===== src/rtl/semiauto_nav_if.sv =====
// Bundles the semi-auto controller's mode, sensor, button and motion signals.
// The master side is the top level or bench; the slave side is the controller.
interface semiauto_nav_if;
    logic       en;
    logic [3:0] detector;
    logic       cmd_straight;
    logic       cmd_left;
    logic       cmd_right;
    logic       cmd_back;
    logic [3:0] move;
    logic [2:0] state;
    logic       cmd_pending;
    logic       turn_done;

    modport master (
        output en, detector, cmd_straight, cmd_left, cmd_right, cmd_back,
        input  move, state, cmd_pending, turn_done
    );

    modport slave (
        input  en, detector, cmd_straight, cmd_left, cmd_right, cmd_back,
        output move, state, cmd_pending, turn_done
    );
endinterface


===== src/rtl/semiauto_nav.sv =====
// Semi-auto driving controller: follows the track, stops at crossroads and runs the
// latest queued driver command with tick-timed turn, U-turn and cooldown phases.
module semiauto_nav #(
    parameter int unsigned TICK_DIV    = 2000000,
    parameter int unsigned CNT_W       = 16,
    parameter int unsigned TURN_TICKS  = 100,
    parameter int unsigned UTURN_TICKS = 200,
    parameter int unsigned COOL_TICKS  = 50
) (
    input  logic           sys_clk,
    input  logic           rst,
    semiauto_nav_if.slave  bus
);

    localparam int unsigned PRESC_W = $clog2(TICK_DIV);
    localparam logic [PRESC_W-1:0] PrescLast = PRESC_W'(TICK_DIV - 1);
    localparam logic [CNT_W-1:0]   TurnLast  = CNT_W'(TURN_TICKS - 1);
    localparam logic [CNT_W-1:0]   UturnLast = CNT_W'(UTURN_TICKS - 1);
    localparam logic [CNT_W-1:0]   CoolLast  = CNT_W'(COOL_TICKS - 1);

    localparam logic [3:0] MoveStop  = 4'b0000;
    localparam logic [3:0] MoveFwd   = 4'b0001;
    localparam logic [3:0] MoveLeft  = 4'b0100;
    localparam logic [3:0] MoveRight = 4'b1000;

    typedef enum logic [2:0] {
        StIdle = 3'b000,
        StFwd  = 3'b001,
        StWait = 3'b010,
        StTurn = 3'b011,
        StCool = 3'b100
    } state_e;

    typedef enum logic [1:0] {
        CmdStraight = 2'd0,
        CmdLeft     = 2'd1,
        CmdRight    = 2'd2
    } cmd_e;

    state_e             state_q, state_d;
    logic [3:0]         move_q, move_d;
    logic               uturn_q, uturn_d;
    logic               turn_done_q, turn_done_d;
    logic               cross_q, cross_d;
    logic [3:0]         prev_q, prev_d;
    logic               pend_valid_q, pend_valid_d;
    cmd_e               pend_code_q, pend_code_d;
    logic               pend_uturn_q, pend_uturn_d;
    logic [PRESC_W-1:0] presc_q, presc_d;
    logic [CNT_W-1:0]   cnt_q, cnt_d;

    logic [3:0] buttons;
    logic [3:0] rise;
    logic       cmd_valid;
    cmd_e       cmd_code;
    logic       cmd_uturn;
    logic       consume;
    logic       tick;
    logic       unused_det;

    assign unused_det = bus.detector[3];
    // Bit order: {straight, back, left, right}, highest priority first.
    assign buttons = {bus.cmd_straight, bus.cmd_back, bus.cmd_left, bus.cmd_right};
    assign rise    = buttons & ~prev_q;
    assign tick    = (presc_q == PrescLast);

    always_comb begin
        cross_d   = bus.detector[0] | ~bus.detector[1] | ~bus.detector[2];
        prev_d    = buttons;
        cmd_valid = 1'b0;
        cmd_code  = CmdStraight;
        cmd_uturn = 1'b0;
        if (rise[3]) begin
            cmd_valid = 1'b1;
        end else if (rise[2]) begin
            cmd_valid = 1'b1;
            cmd_code  = CmdLeft;
            cmd_uturn = 1'b1;
        end else if (rise[1] && !rise[0]) begin
            cmd_valid = 1'b1;
            cmd_code  = CmdLeft;
        end else if (rise[0] && !rise[1]) begin
            cmd_valid = 1'b1;
            cmd_code  = CmdRight;
        end
    end

    always_comb begin
        state_d     = state_q;
        move_d      = move_q;
        uturn_d     = uturn_q;
        turn_done_d = 1'b0;
        consume     = 1'b0;
        if (!bus.en) begin
            state_d = StIdle;
            move_d  = MoveStop;
            uturn_d = 1'b0;
        end else begin
            case (state_q)
                StIdle: begin
                    state_d = StWait;
                    move_d  = MoveStop;
                end
                StFwd: begin
                    move_d = MoveFwd;
                    if (cross_q) begin
                        state_d = StWait;
                        move_d  = MoveStop;
                    end
                end
                StWait: begin
                    move_d = MoveStop;
                    if (pend_valid_q) begin
                        consume = 1'b1;
                        case (pend_code_q)
                            CmdStraight: begin
                                state_d = StCool;
                                move_d  = MoveFwd;
                            end
                            CmdLeft: begin
                                state_d = StTurn;
                                move_d  = MoveLeft;
                                uturn_d = pend_uturn_q;
                            end
                            CmdRight: begin
                                state_d = StTurn;
                                move_d  = MoveRight;
                                uturn_d = 1'b0;
                            end
                            default: consume = 1'b0;
                        endcase
                    end
                end
                StTurn: begin
                    if (tick && (cnt_q == (uturn_q ? UturnLast : TurnLast))) begin
                        state_d     = StCool;
                        move_d      = MoveFwd;
                        turn_done_d = 1'b1;
                    end
                end
                StCool: begin
                    move_d = MoveFwd;
                    if (tick && (cnt_q == CoolLast)) begin
                        state_d = StFwd;
                    end
                end
                default: begin
                    state_d = StIdle;
                    move_d  = MoveStop;
                end
            endcase
        end
    end

    // A fresh rise on the consuming cycle replaces the consumed command rather than being lost.
    always_comb begin
        pend_valid_d = pend_valid_q;
        pend_code_d  = pend_code_q;
        pend_uturn_d = pend_uturn_q;
        if (!bus.en) begin
            pend_valid_d = 1'b0;
            pend_code_d  = CmdStraight;
            pend_uturn_d = 1'b0;
        end else if (cmd_valid) begin
            pend_valid_d = 1'b1;
            pend_code_d  = cmd_code;
            pend_uturn_d = cmd_uturn;
        end else if (consume) begin
            pend_valid_d = 1'b0;
        end
    end

    always_comb begin
        presc_d = presc_q;
        cnt_d   = cnt_q;
        if (!bus.en || (state_d != state_q)) begin
            presc_d = '0;
            cnt_d   = '0;
        end else if (tick) begin
            presc_d = '0;
            if (cnt_q != '1) begin
                cnt_d = cnt_q + 1'b1;
            end
        end else begin
            presc_d = presc_q + 1'b1;
        end
    end

    always_ff @(posedge sys_clk) begin
        if (rst) begin
            state_q      <= StIdle;
            move_q       <= MoveStop;
            uturn_q      <= 1'b0;
            turn_done_q  <= 1'b0;
            cross_q      <= 1'b0;
            prev_q       <= '0;
            pend_valid_q <= 1'b0;
            pend_code_q  <= CmdStraight;
            pend_uturn_q <= 1'b0;
            presc_q      <= '0;
            cnt_q        <= '0;
        end else begin
            state_q      <= state_d;
            move_q       <= move_d;
            uturn_q      <= uturn_d;
            turn_done_q  <= turn_done_d;
            cross_q      <= cross_d;
            prev_q       <= prev_d;
            pend_valid_q <= pend_valid_d;
            pend_code_q  <= pend_code_d;
            pend_uturn_q <= pend_uturn_d;
            presc_q      <= presc_d;
            cnt_q        <= cnt_d;
        end
    end

    assign bus.move        = move_q;
    assign bus.state       = state_q;
    assign bus.cmd_pending = pend_valid_q;
    assign bus.turn_done   = turn_done_q;

endmodule


===== src/flat_wrapper.sv =====
// flat-port wrapper written by rule: the top's interface ports become plain ports
module semiauto_nav_flat 
#(
    parameter int unsigned TICK_DIV    = 2000000,
    parameter int unsigned CNT_W       = 16,
    parameter int unsigned TURN_TICKS  = 100,
    parameter int unsigned UTURN_TICKS = 200,
    parameter int unsigned COOL_TICKS  = 50
)
  (sys_clk, rst, bus_en, bus_detector, bus_cmd_straight, bus_cmd_left, bus_cmd_right, bus_cmd_back, bus_move, bus_state, bus_cmd_pending, bus_turn_done);
  semiauto_nav_if bus_i ();
  input  logic sys_clk;
  input  logic rst;
  input wire logic [$bits(bus_i.en)-1:0] bus_en;
  input wire logic [$bits(bus_i.detector)-1:0] bus_detector;
  input wire logic [$bits(bus_i.cmd_straight)-1:0] bus_cmd_straight;
  input wire logic [$bits(bus_i.cmd_left)-1:0] bus_cmd_left;
  input wire logic [$bits(bus_i.cmd_right)-1:0] bus_cmd_right;
  input wire logic [$bits(bus_i.cmd_back)-1:0] bus_cmd_back;
  output wire logic [$bits(bus_i.move)-1:0] bus_move;
  output wire logic [$bits(bus_i.state)-1:0] bus_state;
  output wire logic [$bits(bus_i.cmd_pending)-1:0] bus_cmd_pending;
  output wire logic [$bits(bus_i.turn_done)-1:0] bus_turn_done;
  assign bus_i.en = bus_en;
  assign bus_i.detector = bus_detector;
  assign bus_i.cmd_straight = bus_cmd_straight;
  assign bus_i.cmd_left = bus_cmd_left;
  assign bus_i.cmd_right = bus_cmd_right;
  assign bus_i.cmd_back = bus_cmd_back;
  assign bus_move = bus_i.move;
  assign bus_state = bus_i.state;
  assign bus_cmd_pending = bus_i.cmd_pending;
  assign bus_turn_done = bus_i.turn_done;
  semiauto_nav #(.TICK_DIV(TICK_DIV), .CNT_W(CNT_W), .TURN_TICKS(TURN_TICKS), .UTURN_TICKS(UTURN_TICKS), .COOL_TICKS(COOL_TICKS)) u_core (.sys_clk(sys_clk), .rst(rst), .bus(bus_i));
endmodule

===== config.mk =====
export PLATFORM = sky130hd
export DESIGN_NAME = semiauto_nav_flat
export DESIGN_NICKNAME = d
export VERILOG_FILES = /design/src/rtl/semiauto_nav_if.sv /design/src/rtl/semiauto_nav.sv /design/src/flat_wrapper.sv
export SDC_FILE = /design/constraint.sdc
export NUM_CORES = 1
export LEC_CHECK = 0
export ABC_AREA = 1
export BUFFER_PORTS_ARGS = -buffer_cell sky130_fd_sc_hd__clkbuf_2
export CORE_AREA = 4 4 87 89
export DETAILED_ROUTE_END_ITERATION = 16
export DIE_AREA = 0 0 91 93
export SYNTH_ARGS = -nofsm -noshare
export SYNTH_HDL_FRONTEND = slang
export SYNTH_SLANG_ARGS = --single-unit

===== constraint.sdc =====
create_clock -name sys_clk -period 2.9 [get_ports sys_clk]
set_input_delay 0.87 -clock sys_clk [delete_from_list [all_inputs] [get_ports sys_clk]]
set_output_delay 0.87 -clock sys_clk [all_outputs]
set_load 0.005 [all_outputs]

==> flow_summary.json <==
{
  "run_status": "finished clean",
  "skew_ns": 0.00873,
  "ctsLongestPathBuffers": 2,
  "htree_levels": 2,
  "grt.overflow.total": 0,
  "power-per-cell-area_mw_per_mm2": 389,
  "grt_setup_unrepaired": "false",
  "postPlaceCellArea_mm2": 0.00313,
  "multi_input_comb_area_mm2": 0.00158,
  "detail_route.vias_per_cell": 4.77,
  "synthTopCellsByArea": "dfxtp_1 36%, inv_1 9.2%, nor2_1 8.8%, nand2_1 8.3%, xor2_1 8.2%",
  "cts-hold-fix-buffers": 0,
  "maxSlewViolCount": 0,
  "cts_made_buffers": 5,
  "totalWireLength_um": 5530,
  "post_synthesis_mux_area_share": 0.00335,
  "layout.cells.most_common_list": "73 x inv_1, 70 x nor2_1, 66 x nand2_1",
  "grt_first_pass_wirelength_um": 9850,
  "tritoncts": "yes",
  "min_path_type": "reg2reg",
  "dr.pass1.iters": 4,
  "power.internal_mw": 0.965,
  "core-area_mm2": 0.00676,
  "seq_power_share": 0.602,
  "wl_per_cell_um": 10.6,
  "avgSynthCellArea_um2": 7.09,
  "portion_of_synthesized_cell_area_occupied_by_the_leading_cell_type": 0.361,
  "crit_path_frequent_cell": "nand3_2",
  "number_of_buffers_added_on_ports": 17,
  "rrSetupSlack_ns": 0.56,
  "synth.largest_area_cell": "dfxtp_1",
  "mappedNetlistArea_mm2": 0.00299,
  "dp_hpwl_um": 4260,
  "register_area_mm2": 0.00108,
  "clock-sinks": 54,
  "crit_path_cell_trace": "ha_1 > nand3_2 > nor2_4 > nand3_2 > nor2_4 > nand2_1 > nand2_2 > nand2_2 > nand3_1 > nand2_1 > nor2_2 > nand3_2 > nor2_1",
  "yosys_register_bits": 54,
  "core.rowCount": 30,
  "sw_frac": 0.230,
  "ir_worst_vdd_mv": 0.258,
  "ys_seq_area_frac": 0.361,
  "finalInstanceArea_mm2": 0.00322,
  "critPathKind": "reg2reg",
  "area_of_the_die_mm2": 0.00846,
  "totalNegativeSetupSlack_ns": 0,
  "yosysUniqueCellTypes": 31,
  "fin_crit_ns": 2.34,
  "final_antenna_net_count": 0,
  "crit_path_top_delay_cell": "nand3_2",
  "synth-xor-area-share": 0.0937,
  "power_leakage_nw": 1.22,
  "dr_total_vias": 2483,
  "crit_path_max_fanout": 21,
  "setup_viol": 0,
  "finish.net_count": 462,
  "required_worst_endpoint_ns": 3.13,
  "final-hold-violation-count": 0,
  "synthesis.yosys.warnings": 0,
  "synth-simple-area-share": 0.343,
  "p_switching_mw": 0.288,
  "number_of_antenna_violations_at_the_first_check_in_global_routing": 0,
  "timing.critical_path.buf_inv": 0,
  "synth_cells": 422,
  "largest_net_degree_at_the_start_of_global_routing": 22,
  "setup_fix_buffers_added_after_clock_tree_synthesis": 0,
  "area.growth.synth_to_final_pct": 7.70,
  "syn_nets": 444,
  "top_level_ports": 20,
  "clk-insertion-delay-late_ns": 0.30,
  "combinationalPowerShare": 0.053,
  "cts.repair.resized": 0,
  "most_frequent_standard_cell_in_the_layout_excluding_fill_and_tap_cells": "inv_1",
  "finalCritPeriodShare": 0.807,
  "nFillCells": 718,
  "critical_path.max_stage_delay_ns": 0.39,
  "grt_util_all_layers": 0.138,
  "clk_root_buffer_cell": "clkbuf_8",
  "dr.first_iter.drc_count": 94,
  "detail_route.drc_violations": 0,
  "final_layout_size_suffix_gt1_frac": 0.125,
  "max_clock_freq_mhz": 427,
  "final_cells": 521,
  "chipHeight_um": 93,
  "timing.critical_path.arrival_ns": 2.57,
  "path_delay_family": "simple AND/OR/NAND/NOR gates",
  "die_width_um": 91,
  "setup.worst_path.end_class": "flip-flop",
  "start_kind": "flip-flop",
  "cts.clk_slew.worst_paths_ns": 0.10,
  "max_cap_violations": 0,
  "post_synth_fa_ha_maj_area_fraction": 0.0460,
  "total_placed_cells_including_tap_cells": 513,
  "initial_utilization": 0.443,
  "gp_congestion": 0.843,
  "clockPowerShare": 0.345,
  "power.total_mw": 1.25,
  "largest_family_of_logic_cells_by_synthesized_area": "simple AND/OR/NAND/NOR gates",
  "insertedDiodeCount": 0,
  "synth_compound_area_frac": 0.0389,
  "vias_in_the_first_global_route": 2314
}
==> worst paths after layout <==
check / startpoint / to / cells past startpoint
hold / removal: u_core.presc_q[0] / u_core.presc_q[0] / 1
hold reg to reg: u_core.presc_q[0] / u_core.presc_q[0] / 1
setup / recovery: u_core.presc_q[0] / u_core.presc_q[5] / 13
setup reg to reg: u_core.presc_q[0] / u_core.presc_q[5] / 13
==> per-stage QoR <==
step | worst slack (ns) | hold WS (ns) | utilization
5_1_grt | 0.152 | 0.503 | 0.477
6_report | 0.560 | 0.458 | 0.477
3_3_place_gp | 0.567 | 0.429 | 0.463
2_1_floorplan | 0.948 | 0.417 | -
3_5_place_dp | 0.510 | 0.440 | 0.463
4_1_cts | 0.489 | 0.460 | 0.477
==> worst reg2reg max path, cell delays in order, from the launching register on <==
cell and delay [ns]:
dfxtp_1 0.37, ha_1 0.20, nand3_2 0.12, nor2_4 0.18
nand3_2 0.12, nor2_4 0.15, nand2_1 0.08, nand2_2 0.10
nand2_2 0.07, nand3_1 0.06, nand2_1 0.07, nor2_2 0.14
nand3_2 0.39, nor2_1 0.21
==> cell usage after synthesis <==
| cell | n |
|---|---|
| nand2_1 | 66 |
| o21ai_0 | 6 |
| clkbuf_1 | 1 |
| a2111oi_0 | 2 |
| nor2_4 | 2 |
| nor4_1 | 8 |
| ha_1 | 11 |
| nand3_1 | 25 |
| xor2_1 | 28 |
| nand4_1 | 7 |
| inv_2 | 1 |
| inv_1 | 73 |
| buf_2 | 1 |
| mux2i_1 | 1 |
| nor3_1 | 15 |
| buf_6 | 3 |
| nor3_2 | 1 |
| conb_1 | 1 |
| xnor2_1 | 4 |
| a211oi_1 | 1 |
| dfxtp_1 | 54 |
| buf_4 | 2 |
| nand3_2 | 3 |
| nor2_1 | 70 |
| o21ai_2 | 1 |
| and3_1 | 1 |
| o22ai_1 | 2 |
| a21oi_1 | 8 |
| nand2_2 | 4 |
| nor2_2 | 17 |
| nand3b_1 | 3 |
==> cell type report <==
type                       instances  area share
tap                               80      0.0311
inverter                          74      0.0862
timing repair buffer              18      0.0287
multi-input combinational        287       0.489
sequential                        54       0.336
clock inverter                     2     0.00388
clock buffer                       6      0.0256
==> logic make-up after synthesis <==
kind of cell	Yosys count
xor+xnor	32
fa+ha+maj	11
buf+inv	81
other cells	1
mux	1
simple gates	222
compound gates	20
flops	54
==> routing by layer <==
layer / global-route usage / routed length, um / up-vias
met5: 0 / 0 / -
met4: 0.0377 / 42 / 0
met3: 0.0274 / 153 / 4
met2: 0.241 / 2590 / 19
met1: 0.174 / 2750 / 1125
li1: - / - / 1335
==> power groups by stage <==
stage                     logic [mW]  registers [mW]  clock network (mW)
after floorplan               0.0539           0.771                   0
after global placement        0.0665           0.772                   0
after detailed placement      0.0679           0.772                   0
after CTS                     0.0682           0.755               0.459
after global routing          0.0768           0.756               0.481
final                         0.0667           0.755               0.432
==> state kept, by name, indices dropped and copies added, names as in the netlist <==
name / flops
u_core.presc_q: 21
u_core.bus.move: 3
u_core.pend_code_q: 2
u_core.cnt_q: 16
u_core.bus.cmd_pending: 1
u_core.prev_q: 4
u_core.bus.turn_done: 1
u_core.pend_uturn_q: 1
u_core.cross_q: 1
u_core.bus.state: 3
u_core.uturn_q: 1
(Power assumes the default switching activity.)
